### src/rtl/uart_debug_ctrl.sv
// ASCII hex command controller between a UART rx/tx pair and a byte-wide debug bus.
// Host lines: "W<addr><dd>" writes, "R<addr>" reads, terminated by CR or LF.
// Replies: "K\r\n" (write ok), "<HH>\r\n" (read data), "!\r\n" (bus timeout), "?\r\n" (syntax error).
// Receiver handshake: rx_read is a one-cycle pulse that consumes the byte on rx_data.
// The receiver drops rx_ready one cycle late, so the cycle after a pulse is never consumed.
// Transmitter handshake: tx_new_data pulses only while tx_done=1. The next byte waits until
// tx_done has been seen low and then high again.
module uart_debug_ctrl #(
  parameter int ADDR_NIBBLES = 4,
  parameter int BUS_TIMEOUT  = 255,
  localparam int AW = 4 * ADDR_NIBBLES
) (
  input  logic          clk,
  input  logic          rst_n,
  input  logic          rx_ready,
  input  logic [7:0]    rx_data,
  output logic          rx_read,
  input  logic          tx_done,
  output logic          tx_new_data,
  output logic [7:0]    tx_data,
  output logic [AW-1:0] bus_addr,
  output logic [7:0]    bus_wdata,
  output logic          bus_we,
  output logic          bus_re,
  input  logic [7:0]    bus_rdata,
  input  logic          bus_ack
);

  typedef enum logic [2:0] {
    S_IDLE, S_ADDR, S_DATA, S_EOL, S_BUS, S_RESP
  } state_t;

  state_t        state, state_next;

  logic          skip;          // cycle after a consume: rx_ready is still stale
  logic [AW-1:0] addr_sh;
  logic [7:0]    wdata_sh;
  logic          wr;
  logic [7:0]    nib_cnt;
  logic          data_hi_done;
  logic [15:0]   tmo_cnt;
  logic [31:0]   rbuf;          // reply bytes, byte i at [8*i +: 8]
  logic [1:0]    ridx;
  logic [1:0]    rlast;
  logic          tx_wait_low;   // pulse sent, waiting for tx_done to drop

  logic          parsing, take, err;
  logic          is_hex, is_space, is_crlf, is_w, is_r;
  logic [3:0]    hex_val;
  logic          nib_last, tmo_last, reply_done;

  function automatic logic [7:0] hex_char(input logic [3:0] n);
    return (n < 4'd10) ? (8'h30 + {4'h0, n}) : (8'h37 + {4'h0, n});
  endfunction

  // Classify the byte currently offered by the receiver
  always_comb begin
    is_hex  = 1'b1;
    hex_val = 4'h0;
    if (rx_data >= 8'h30 && rx_data <= 8'h39)      hex_val = rx_data[3:0];
    else if (rx_data >= 8'h41 && rx_data <= 8'h46) hex_val = rx_data[3:0] + 4'd9;
    else if (rx_data >= 8'h61 && rx_data <= 8'h66) hex_val = rx_data[3:0] + 4'd9;
    else                                           is_hex  = 1'b0;
  end

  assign is_space   = (rx_data == 8'h20);
  assign is_crlf    = (rx_data == 8'h0D) || (rx_data == 8'h0A);
  assign is_w       = (rx_data == 8'h57) || (rx_data == 8'h77);
  assign is_r       = (rx_data == 8'h52) || (rx_data == 8'h72);
  assign parsing    = (state == S_IDLE) || (state == S_ADDR) || (state == S_DATA) || (state == S_EOL);
  assign rx_read    = parsing && rx_ready && !skip;
  assign take       = rx_read && !is_space;
  assign nib_last   = (nib_cnt == 8'(ADDR_NIBBLES - 1));
  assign tmo_last   = (tmo_cnt == 16'(BUS_TIMEOUT - 1));
  assign reply_done = tx_wait_low && !tx_done && (ridx == rlast);

  // State register
  always_ff @(posedge clk or negedge rst_n) begin
    if (!rst_n) state <= S_IDLE;
    else        state <= state_next;
  end

  // Next-state decode and syntax error detection
  always_comb begin
    state_next = state;
    err        = 1'b0;
    unique case (state)
      S_IDLE: if (take && !is_crlf) begin
        if (is_w || is_r) state_next = S_ADDR;
        else              err        = 1'b1;
      end
      S_ADDR: if (take) begin
        if (!is_hex)       err        = 1'b1;
        else if (nib_last) state_next = wr ? S_DATA : S_EOL;
      end
      S_DATA: if (take) begin
        if (!is_hex)           err        = 1'b1;
        else if (data_hi_done) state_next = S_EOL;
      end
      S_EOL: if (take) begin
        if (is_crlf) state_next = S_BUS;
        else         err        = 1'b1;
      end
      S_BUS:  if (bus_ack || tmo_last) state_next = S_RESP;
      S_RESP: if (reply_done)          state_next = S_IDLE;
      default: state_next = S_IDLE;
    endcase
    if (err) state_next = S_RESP;
  end

  // Command shifters, bus strobes, reply buffer and transmitter sequencing
  always_ff @(posedge clk or negedge rst_n) begin
    if (!rst_n) begin
      skip         <= 1'b1;
      addr_sh      <= '0;
      wdata_sh     <= '0;
      wr           <= 1'b0;
      nib_cnt      <= '0;
      data_hi_done <= 1'b0;
      tmo_cnt      <= '0;
      rbuf         <= '0;
      ridx         <= '0;
      rlast        <= '0;
      tx_wait_low  <= 1'b0;
      tx_new_data  <= 1'b0;
      tx_data      <= '0;
      bus_addr     <= '0;
      bus_wdata    <= '0;
      bus_we       <= 1'b0;
      bus_re       <= 1'b0;
    end else begin
      skip        <= rx_read;
      tx_new_data <= 1'b0;
      unique case (state)
        S_IDLE: if (take && (is_w || is_r)) begin
          wr           <= is_w;
          nib_cnt      <= '0;
          data_hi_done <= 1'b0;
          addr_sh      <= '0;
          wdata_sh     <= '0;
        end
        S_ADDR: if (take && is_hex) begin
          addr_sh <= (addr_sh << 4) | AW'(hex_val);
          nib_cnt <= nib_cnt + 8'd1;
        end
        S_DATA: if (take && is_hex) begin
          wdata_sh     <= {wdata_sh[3:0], hex_val};
          data_hi_done <= 1'b1;
        end
        S_EOL: if (take && is_crlf) begin
          bus_addr  <= addr_sh;
          bus_wdata <= wdata_sh;
          bus_we    <= wr;
          bus_re    <= !wr;
          tmo_cnt   <= '0;
        end
        S_BUS: begin
          if (bus_ack) begin
            bus_we      <= 1'b0;
            bus_re      <= 1'b0;
            ridx        <= '0;
            tx_wait_low <= 1'b0;
            if (wr) begin
              rbuf  <= {8'h00, 8'h0A, 8'h0D, 8'h4B};
              rlast <= 2'd2;
            end else begin
              rbuf  <= {8'h0A, 8'h0D, hex_char(bus_rdata[3:0]), hex_char(bus_rdata[7:4])};
              rlast <= 2'd3;
            end
          end else if (tmo_last) begin
            bus_we      <= 1'b0;
            bus_re      <= 1'b0;
            ridx        <= '0;
            tx_wait_low <= 1'b0;
            rbuf        <= {8'h00, 8'h0A, 8'h0D, 8'h21};
            rlast       <= 2'd2;
          end else begin
            tmo_cnt <= tmo_cnt + 16'd1;
          end
        end
        S_RESP: begin
          if (!tx_wait_low && tx_done) begin
            tx_new_data <= 1'b1;
            tx_data     <= rbuf[{ridx, 3'b000} +: 8];
            tx_wait_low <= 1'b1;
          end else if (tx_wait_low && !tx_done) begin
            tx_wait_low <= 1'b0;
            if (ridx != rlast) ridx <= ridx + 2'd1;
          end
        end
        default: ;
      endcase
      if (err) begin
        rbuf        <= {8'h00, 8'h0A, 8'h0D, 8'h3F};
        rlast       <= 2'd2;
        ridx        <= '0;
        tx_wait_low <= 1'b0;
      end
    end
  end

endmodule
### config.mk
export PLATFORM = sky130hd
export DESIGN_NAME = uart_debug_ctrl
export DESIGN_NICKNAME = d
export VERILOG_FILES = /design/src/rtl/uart_debug_ctrl.sv
export SDC_FILE = /design/constraint.sdc
export NUM_CORES = 1
export LEC_CHECK = 0
export CAP_MARGIN = 30
export CELL_PAD_IN_SITES_DETAIL_PLACEMENT = 0
export CELL_PAD_IN_SITES_GLOBAL_PLACEMENT = 1
export CORE_AREA = 2 2 134 136
export CTS_CLUSTER_SIZE = 40
export DETAILED_ROUTE_END_ITERATION = 8
export DIE_AREA = 0 0 136 138
export PLACE_DENSITY = 0.61
export SLEW_MARGIN = 40
export SYNTH_ARGS = -nofsm -noshare
export SYNTH_HDL_FRONTEND = slang
export SYNTH_SLANG_ARGS = --single-unit
### constraint.sdc
create_clock -name clk -period 2.15 [get_ports clk]
set_clock_uncertainty 0.05 [all_clocks]
set_input_delay 0.43 -clock clk [delete_from_list [all_inputs] [get_ports clk]]
set_output_delay 0.43 -clock clk [all_outputs]
set_load 0.01 [all_outputs]
### Yosys cells after proc, flatten, opt, wreduce, memory -nomap -nowiden

Index checks and enable logic that the tools add are counted.

| storage, ports and cells | value |
|---|---|
| register bits after elaboration | 126 |
| input port bits | 21 |
| output and inout port bits | 36 |

| operators by class | value |
|---|---|
| add/subtract/negate cells | 8 |
| $lt $le $gt $ge | 8 |
| equal/unequal tests | 40 |
| shift-type cells | 1 |
| multiplexer cells | 74 |
| bitwise gates (word level) | 1 |
| reduce and logical (&&, ||, !) cells | 46 |

Operators with widths:

| operator | count |
|---|---|
| $mux W32 | 4 |
| $mux W16 | 5 |
| $pmux W16 S2 | 2 |
| $ne A3 B3 Y1 const B | 14 |
| $mux W3 | 13 |
| $eq A8 B7 Y1 const B | 4 |
| $pmux W8 S2 | 2 |
| $shiftx A32 B6 Y8 | 1 |
| $add A6 B4 Y7 const A | 4 |
| $mux W28 | 1 |
| $mux W8 | 3 |
| $mux W1 | 22 |
| $mux W2 | 10 |
| $pmux W3 S6 | 1 |
| $add A16 B1 Y16 const B | 1 |
| $eq A16 B8 Y1 const B | 1 |
| $eq A8 B4 Y1 const B | 2 |
| $ge A8 B7 Y1 const B | 2 |
| $le A8 B7 Y1 const B | 2 |
| $or A16 B4 Y16 | 1 |
| $mux W7 | 2 |
| $logic_and A1 B1 Y1 | 13 |
| $mux W4 | 3 |
| $reduce_and A12 Y1 | 1 |
| 30 further kinds | 64 |

### Depth between registers and ports, before layout

| depth | value |
|---|---|
| word-level depth | 12 |
| gate-level depth with buffers | 10 |
| depth with buffers taken out | 7 |

### Worst setup path after synthesis

Ideal clock, no wire load.

| timing path | value |
|---|---|
| kind | input-to-reg |
| start | input rx_data[0] |
| end | register state[2] |
| setup time | 0.139 ns |
| data arrival time | 2.163 ns |
| data required time | 1.961 ns |
| path slack | -0.202 ns |
| stages | 8 |
| cells stage by stage | inv_1 -> ha_1 -> o21ba_2 -> o211a_1 -> buf_2 -> o32ai_1 -> nor3_1 -> or4_4 |

| between the ends | value |
|---|---|
| word-level cells in the longest chain between the ends | 10 |

Ends and longest elaborated chain:

| what | RTL line | text |
|---|---|---|
| from (decl) | 16 | `input logic [7:0] rx_data,` |
| $ge A8 B7 Y1 or $le A8 B7 Y1 (tied branches) | 62 | `else if (rx_data >= 8'h61 && rx_data <= 8'h66) hex_val = rx_data[3:0] + 4'd9;` |
| $logic_and A1 B1 Y1 | 62 |  |
| $mux W1 | 62 |  |
| $mux W1 | 61 | `else if (rx_data >= 8'h41 && rx_data <= 8'h46) hex_val = rx_data[3:0] + 4'd9;` |
| $mux W1 | 60 | `if (rx_data >= 8'h30 && rx_data <= 8'h39) hex_val = rx_data[3:0];` |
| $mux W1 | 93, 97 |  |
| $mux W1 | 92 | `S_ADDR: if (take) begin` |
| $pmux W1 S3 | 87 | `unique case (state)` |
| $ne A3 B3 Y1 (no source line) or $ne A3 B2 Y1 (tied branches) | - |  |
| $reduce_and A12 Y1 (no source line) | - |  |
| to (signal assigned) | 80 | `else state <= state_next;` |
| to (decl) | 33 | `state_t state, state_next;` |

Parallel ways exist; a longest one is shown, timed or not.
A chain may end at the register's enable or synchronous reset.

### Final worst setup path

| timing path | value |
|---|---|
| start | register nib_cnt[0] |
| end | register state[1] |

| between the ends | value |
|---|---|
| word-level cells in the longest chain between the ends | 3 |

Ends and longest elaborated chain:

| what | RTL line | text |
|---|---|---|
| from (decl) | 39 | `logic [7:0] nib_cnt;` |
| from (signal assigned) | 144 | `nib_cnt <= nib_cnt + 8'd1;` |
| $eq A8 B2 Y1 | 73 | `assign nib_last = (nib_cnt == 8'(ADDR_NIBBLES - 1));` |
| $ne A3 B3 Y1 (no source line) | - |  |
| $reduce_and A12 Y1 (no source line) | - |  |

Every way passes these cells.

==> metrics.txt <==
# TYPE chip_impl_metric gauge
chip_impl_metric{name="numCtsBuffers",unit=""} 9
chip_impl_metric{name="fin_worst_hold_slack",unit="ps"} 418.3
chip_impl_metric{name="total_number_of_nets_in_the_final_design",unit=""} 765
chip_impl_metric{name="clock.fmax",unit="MHz"} 463.7
chip_impl_metric{name="seqPwrFrac",unit="%"} 38.2
chip_impl_metric{name="vias_in_the_first_global_route",unit=""} 4842
chip_impl_metric{name="post-route-period-util",unit="%"} 100.3
chip_impl_metric{name="internal_power",unit="mW"} 4.554
chip_impl_metric{name="h-tree-depth",unit=""} 3
chip_impl_metric{name="antenna_found_initial",unit=""} 0
chip_impl_metric{name="drtPass1Iterations",unit=""} 4
chip_impl_metric{name="detail_route.drc_violations",unit=""} 0
chip_impl_metric{name="dp_hpwl",unit="um"} 10450
chip_impl_metric{name="gr-total-overflow",unit=""} 0
chip_impl_info{name="worstHoldPathType",value="reg2reg"} 1
chip_impl_metric{name="largest_net_degree_at_the_start_of_global_routing",unit=""} 48
chip_impl_metric{name="fill_cells",unit=""} 1718
chip_impl_info{name="netlist.top_cell.by_area",value="sky130_fd_sc_hd__dfrtp_1"} 1
chip_impl_info{name="type_of_the_worst_setup_path",value="reg2reg"} 1
chip_impl_metric{name="routed-wl-met2",unit="um"} 7139
chip_impl_metric{name="asyncSetResetFlopFracSynth",unit="%"} 100.0
chip_impl_metric{name="synthDominantCellAreaShare",unit="%"} 49.18
chip_impl_info{name="setup.worst_path.end_class",value="flop"} 1
chip_impl_metric{name="finalHoldViolCount",unit=""} 0
chip_impl_metric{name="clkTransAtPathRegs",unit="ps"} 80
chip_impl_metric{name="design.portCount",unit=""} 57
chip_impl_metric{name="syn-num-nets",unit=""} 619
chip_impl_info{name="layout_commonest_cell",value="sky130_fd_sc_hd__nand2_1"} 1
chip_impl_info{name="clock_tree.root_cell",value="sky130_fd_sc_hd__clkbuf_16"} 1
chip_impl_info{name="synth_top_flop_cell",value="sky130_fd_sc_hd__dfrtp_1"} 1
chip_impl_metric{name="synthDistinctLibCells",unit=""} 70
chip_impl_metric{name="postRouteAntennaNets",unit=""} 0
chip_impl_metric{name="finalWirelength",unit="um"} 14630
chip_impl_metric{name="share_comb_of_total_power",unit="%"} 33.8
chip_impl_info{name="grt_setup_unrepaired",value="true"} 1
chip_impl_metric{name="dp_worst_setup_slack",unit="ps"} -763.8
chip_impl_metric{name="sequential_fraction_of_the_synthesis_area",unit="%"} 49.67
chip_impl_metric{name="postSynthAreaPerCell",unit="um2"} 9.258
chip_impl_metric{name="synth_area",unit="mm2"} 0.005444
chip_impl_metric{name="antenna_diodes",unit=""} 0
chip_impl_info{name="tritoncts",value="built"} 1
chip_impl_metric{name="fraction_of_final_layout_cells_with_drive_strength_greater_than_1",unit="%"} 25.20
chip_impl_metric{name="timing.critical_path.fanout_max",unit=""} 3
chip_impl_metric{name="floorplan.die.height",unit="um"} 138
chip_impl_metric{name="area_enclosed_by_the_die_boundary",unit="mm2"} 0.01877
chip_impl_metric{name="worstPathArrival",unit="ps"} 2390
chip_impl_metric{name="synth_warnings",unit=""} 0
chip_impl_metric{name="ys_ff_latch",unit=""} 108
chip_impl_metric{name="vias_per_cell",unit=""} 4.981
chip_impl_metric{name="chipWidth",unit="um"} 136
chip_impl_metric{name="p_sw_share",unit="%"} 31.59
chip_impl_info{name="top_layer_used",value="met4"} 1
chip_impl_info{name="layout.cells.most_common_list",value="sky130_fd_sc_hd__nand2_1, sky130_fd_sc_hd__dfrtp_1, sky130_fd_sc_hd__buf_4"} 1
chip_impl_metric{name="io_buffers",unit=""} 55
chip_impl_metric{name="switching_power",unit="mW"} 2.103
chip_impl_metric{name="ctsLongestPathBuffers",unit=""} 2
chip_impl_metric{name="crit_required",unit="ps"} 2380
chip_impl_metric{name="power_density_cells",unit="mW/mm2"} 863.1
chip_impl_metric{name="multi_input_comb_area",unit="mm2"} 0.002831
chip_impl_metric{name="gp_weighted_congestion",unit=""} 0.8435
chip_impl_metric{name="max-vdd-ir-drop",unit="uV"} 387.5
chip_impl_metric{name="met3_length",unit="um"} 466
chip_impl_metric{name="synthCells",unit=""} 588
chip_impl_metric{name="synth_enable_flop_cells",unit=""} 0
chip_impl_metric{name="wl_met1",unit="um"} 6868
chip_impl_metric{name="routedWlPerCell",unit="um"} 15.13
chip_impl_metric{name="max_cap_violations",unit=""} 0
chip_impl_metric{name="layout-area-overhead-vs-synth",unit="%"} 41.69
chip_impl_metric{name="via_count",unit=""} 4817
chip_impl_metric{name="final-setup-viol-count",unit=""} 1
chip_impl_metric{name="post-route-worst-setup-slack",unit="ps"} -6.572
chip_impl_metric{name="total_number_of_placement_rows",unit=""} 49
chip_impl_info{name="run_status",value="finished with violations"} 1
chip_impl_metric{name="number_of_pins_with_negative_max_slew_slack_in_the_final_report",unit=""} 0
chip_impl_info{name="critical_path.startpoint_type",value="flop"} 1
chip_impl_metric{name="cts_sinks",unit=""} 108
chip_impl_metric{name="drt_iter0_drc",unit=""} 252
chip_impl_metric{name="total_leakage_power",unit="nW"} 3.590
chip_impl_info{name="synth.top_cells.by_area",value="sky130_fd_sc_hd__dfrtp_1, sky130_fd_sc_hd__nand2_1, sky130_fd_sc_hd__nand3_1"} 1
chip_impl_info{name="violations_in_the_final_reports",value="negative setup slack"} 1
chip_impl_metric{name="grt_use_total",unit="%"} 16.20
chip_impl_metric{name="core_area",unit="mm2"} 0.01753
chip_impl_metric{name="period_needed",unit="ps"} 2157
chip_impl_metric{name="clkLatencyLatePin",unit="ps"} 350
chip_impl_metric{name="clock_power_share",unit="%"} 27.9
chip_impl_metric{name="start_util",unit="%"} 31.05
chip_impl_metric{name="sequential_cell_area",unit="mm2"} 0.002704
chip_impl_metric{name="grt_pass1_wl",unit="um"} 24550
-- timing repair --
action | in CTS | in global routing
hold buffers | 1 | 0
setup endpoints to repair | 99 | 57
pin swaps | 14 | 24
resized for setup | 67 | 22
cloned | 0 | 1
endpoints found under the hold margin | 24 | 0
buffers inserted | 5 | 15
-- cell type report --
cell class | instances | share of cell area [%]
clock buffer | 9 | 2.920
clock inverter | 6 | 1.363
inverter | 17 | 0.8273
multi-input combinational | 433 | 36.71
sequential | 108 | 35.05
tap | 229 | 3.715
timing repair buffer | 165 | 19.42
-- registers in the layout (all words and copies together), names as in the netlist, 2 cells and up --
register   count
addr_sh       16
bus_addr      16
bus_wdata      8
nib_cnt        8
rbuf          17
ridx           2
state          3
tmo_cnt       16
tx_data        7
wdata_sh       8
-- through the flow --
stage	setup TNS, ps	utilization [%]	power (mW)	instance area, um2	instances
finish	-6.572	43.99	6.658	7714	967
global route	-244.4	43.99	7.071	7714	967
CTS	-62.64	42.82	6.621	7508	952
floorplan	-133.6	-	3.620	5464	588
detailed placement	-61080	39.35	4.534	6900	931
global placement	-58480	39.35	4.487	6900	931
-- cell usage after synthesis (3+ instances only) --
master                      number
sky130_fd_sc_hd__buf_2           7
sky130_fd_sc_hd__xnor2_1         4
sky130_fd_sc_hd__or3_1           6
sky130_fd_sc_hd__nor3_1          6
sky130_fd_sc_hd__and2_1          5
sky130_fd_sc_hd__o31ai_1         7
sky130_fd_sc_hd__nand2b_1        8
sky130_fd_sc_hd__xor2_1          9
sky130_fd_sc_hd__a211oi_1        5
sky130_fd_sc_hd__and4_1          3
sky130_fd_sc_hd__buf_4           3
sky130_fd_sc_hd__or2_2           3
sky130_fd_sc_hd__ha_1           10
sky130_fd_sc_hd__o21ai_0        21
sky130_fd_sc_hd__o211ai_1       10
sky130_fd_sc_hd__inv_1          17
sky130_fd_sc_hd__o21ai_1         4
sky130_fd_sc_hd__a21oi_1        22
sky130_fd_sc_hd__nand2_1       147
sky130_fd_sc_hd__nand4_1         8
sky130_fd_sc_hd__a31oi_1         4
sky130_fd_sc_hd__nor2b_1         5
sky130_fd_sc_hd__nor2_1         27
sky130_fd_sc_hd__nand3_1        36
sky130_fd_sc_hd__o2111ai_1       4
sky130_fd_sc_hd__mux2i_1         7
sky130_fd_sc_hd__and3_1          9
sky130_fd_sc_hd__clkbuf_1       17
sky130_fd_sc_hd__dfrtp_1       107
sky130_fd_sc_hd__a21o_1          6
sky130_fd_sc_hd__or4_1           5
-- power by group through the flow --
stage | Sequential, mW | Combinational [mW] | Clock [mW]
3_5_place_dp | 2.59 | 1.95 | 0
3_3_place_gp | 2.57 | 1.92 | 0
2_1_floorplan | 2.56 | 1.06 | 0
6_report | 2.55 | 2.25 | 1.86
4_1_cts | 2.55 | 2.15 | 1.92
5_1_grt | 2.59 | 2.49 | 2.00
-- critical path, cell delays in order (launching register included) --
cell	delay, ps
sky130_fd_sc_hd__dfrtp_1	360
sky130_fd_sc_hd__ha_2	200
sky130_fd_sc_hd__or4b_4	470
sky130_fd_sc_hd__o41ai_4	260
sky130_fd_sc_hd__a41oi_2	200
sky130_fd_sc_hd__or3_4	400
sky130_fd_sc_hd__a21oi_2	140
-- final timing paths --
check	from	end	slack, ps	cells past startpoint
setup reg to reg	nib_cnt[0]$_DFFE_PN0P_	state[1]$_DFFE_PN0P_	-7	6
hold reg to reg	bus_addr[15]$_DFFE_PN0P_	bus_addr[15]$_DFFE_PN0P_	420	2
min in group asynchronous	rst_n	tx_data[2]$_DFFE_PN0P_	490	2
setup / recovery	nib_cnt[0]$_DFFE_PN0P_	state[1]$_DFFE_PN0P_	-7	6
max in group asynchronous	rst_n	bus_wdata[7]$_DFFE_PN0P_	960	3
hold / removal	bus_addr[15]$_DFFE_PN0P_	bus_addr[15]$_DFFE_PN0P_	420	2
-- kinds of logic after synthesis --
family / synth area share (%)
multiplexers: 2.528
AND/OR/NAND/NOR: 26.11
AO/OA/AOI/OAI: 13.49
XOR/XNOR: 2.091
other: 0.06888
flip-flops: 49.67
adder cells (fa/ha/maj): 2.298
buffers and inverters: 3.746
-- per-layer routing --
metal	vias to the layer above	global-route usage, %
met5	-	0
met4	0	3.947
met3	11	3.667
met2	69	26.26
met1	2369	21.97
li1	2368	-
No activity file was read; power rests on OpenSTA's default activity.
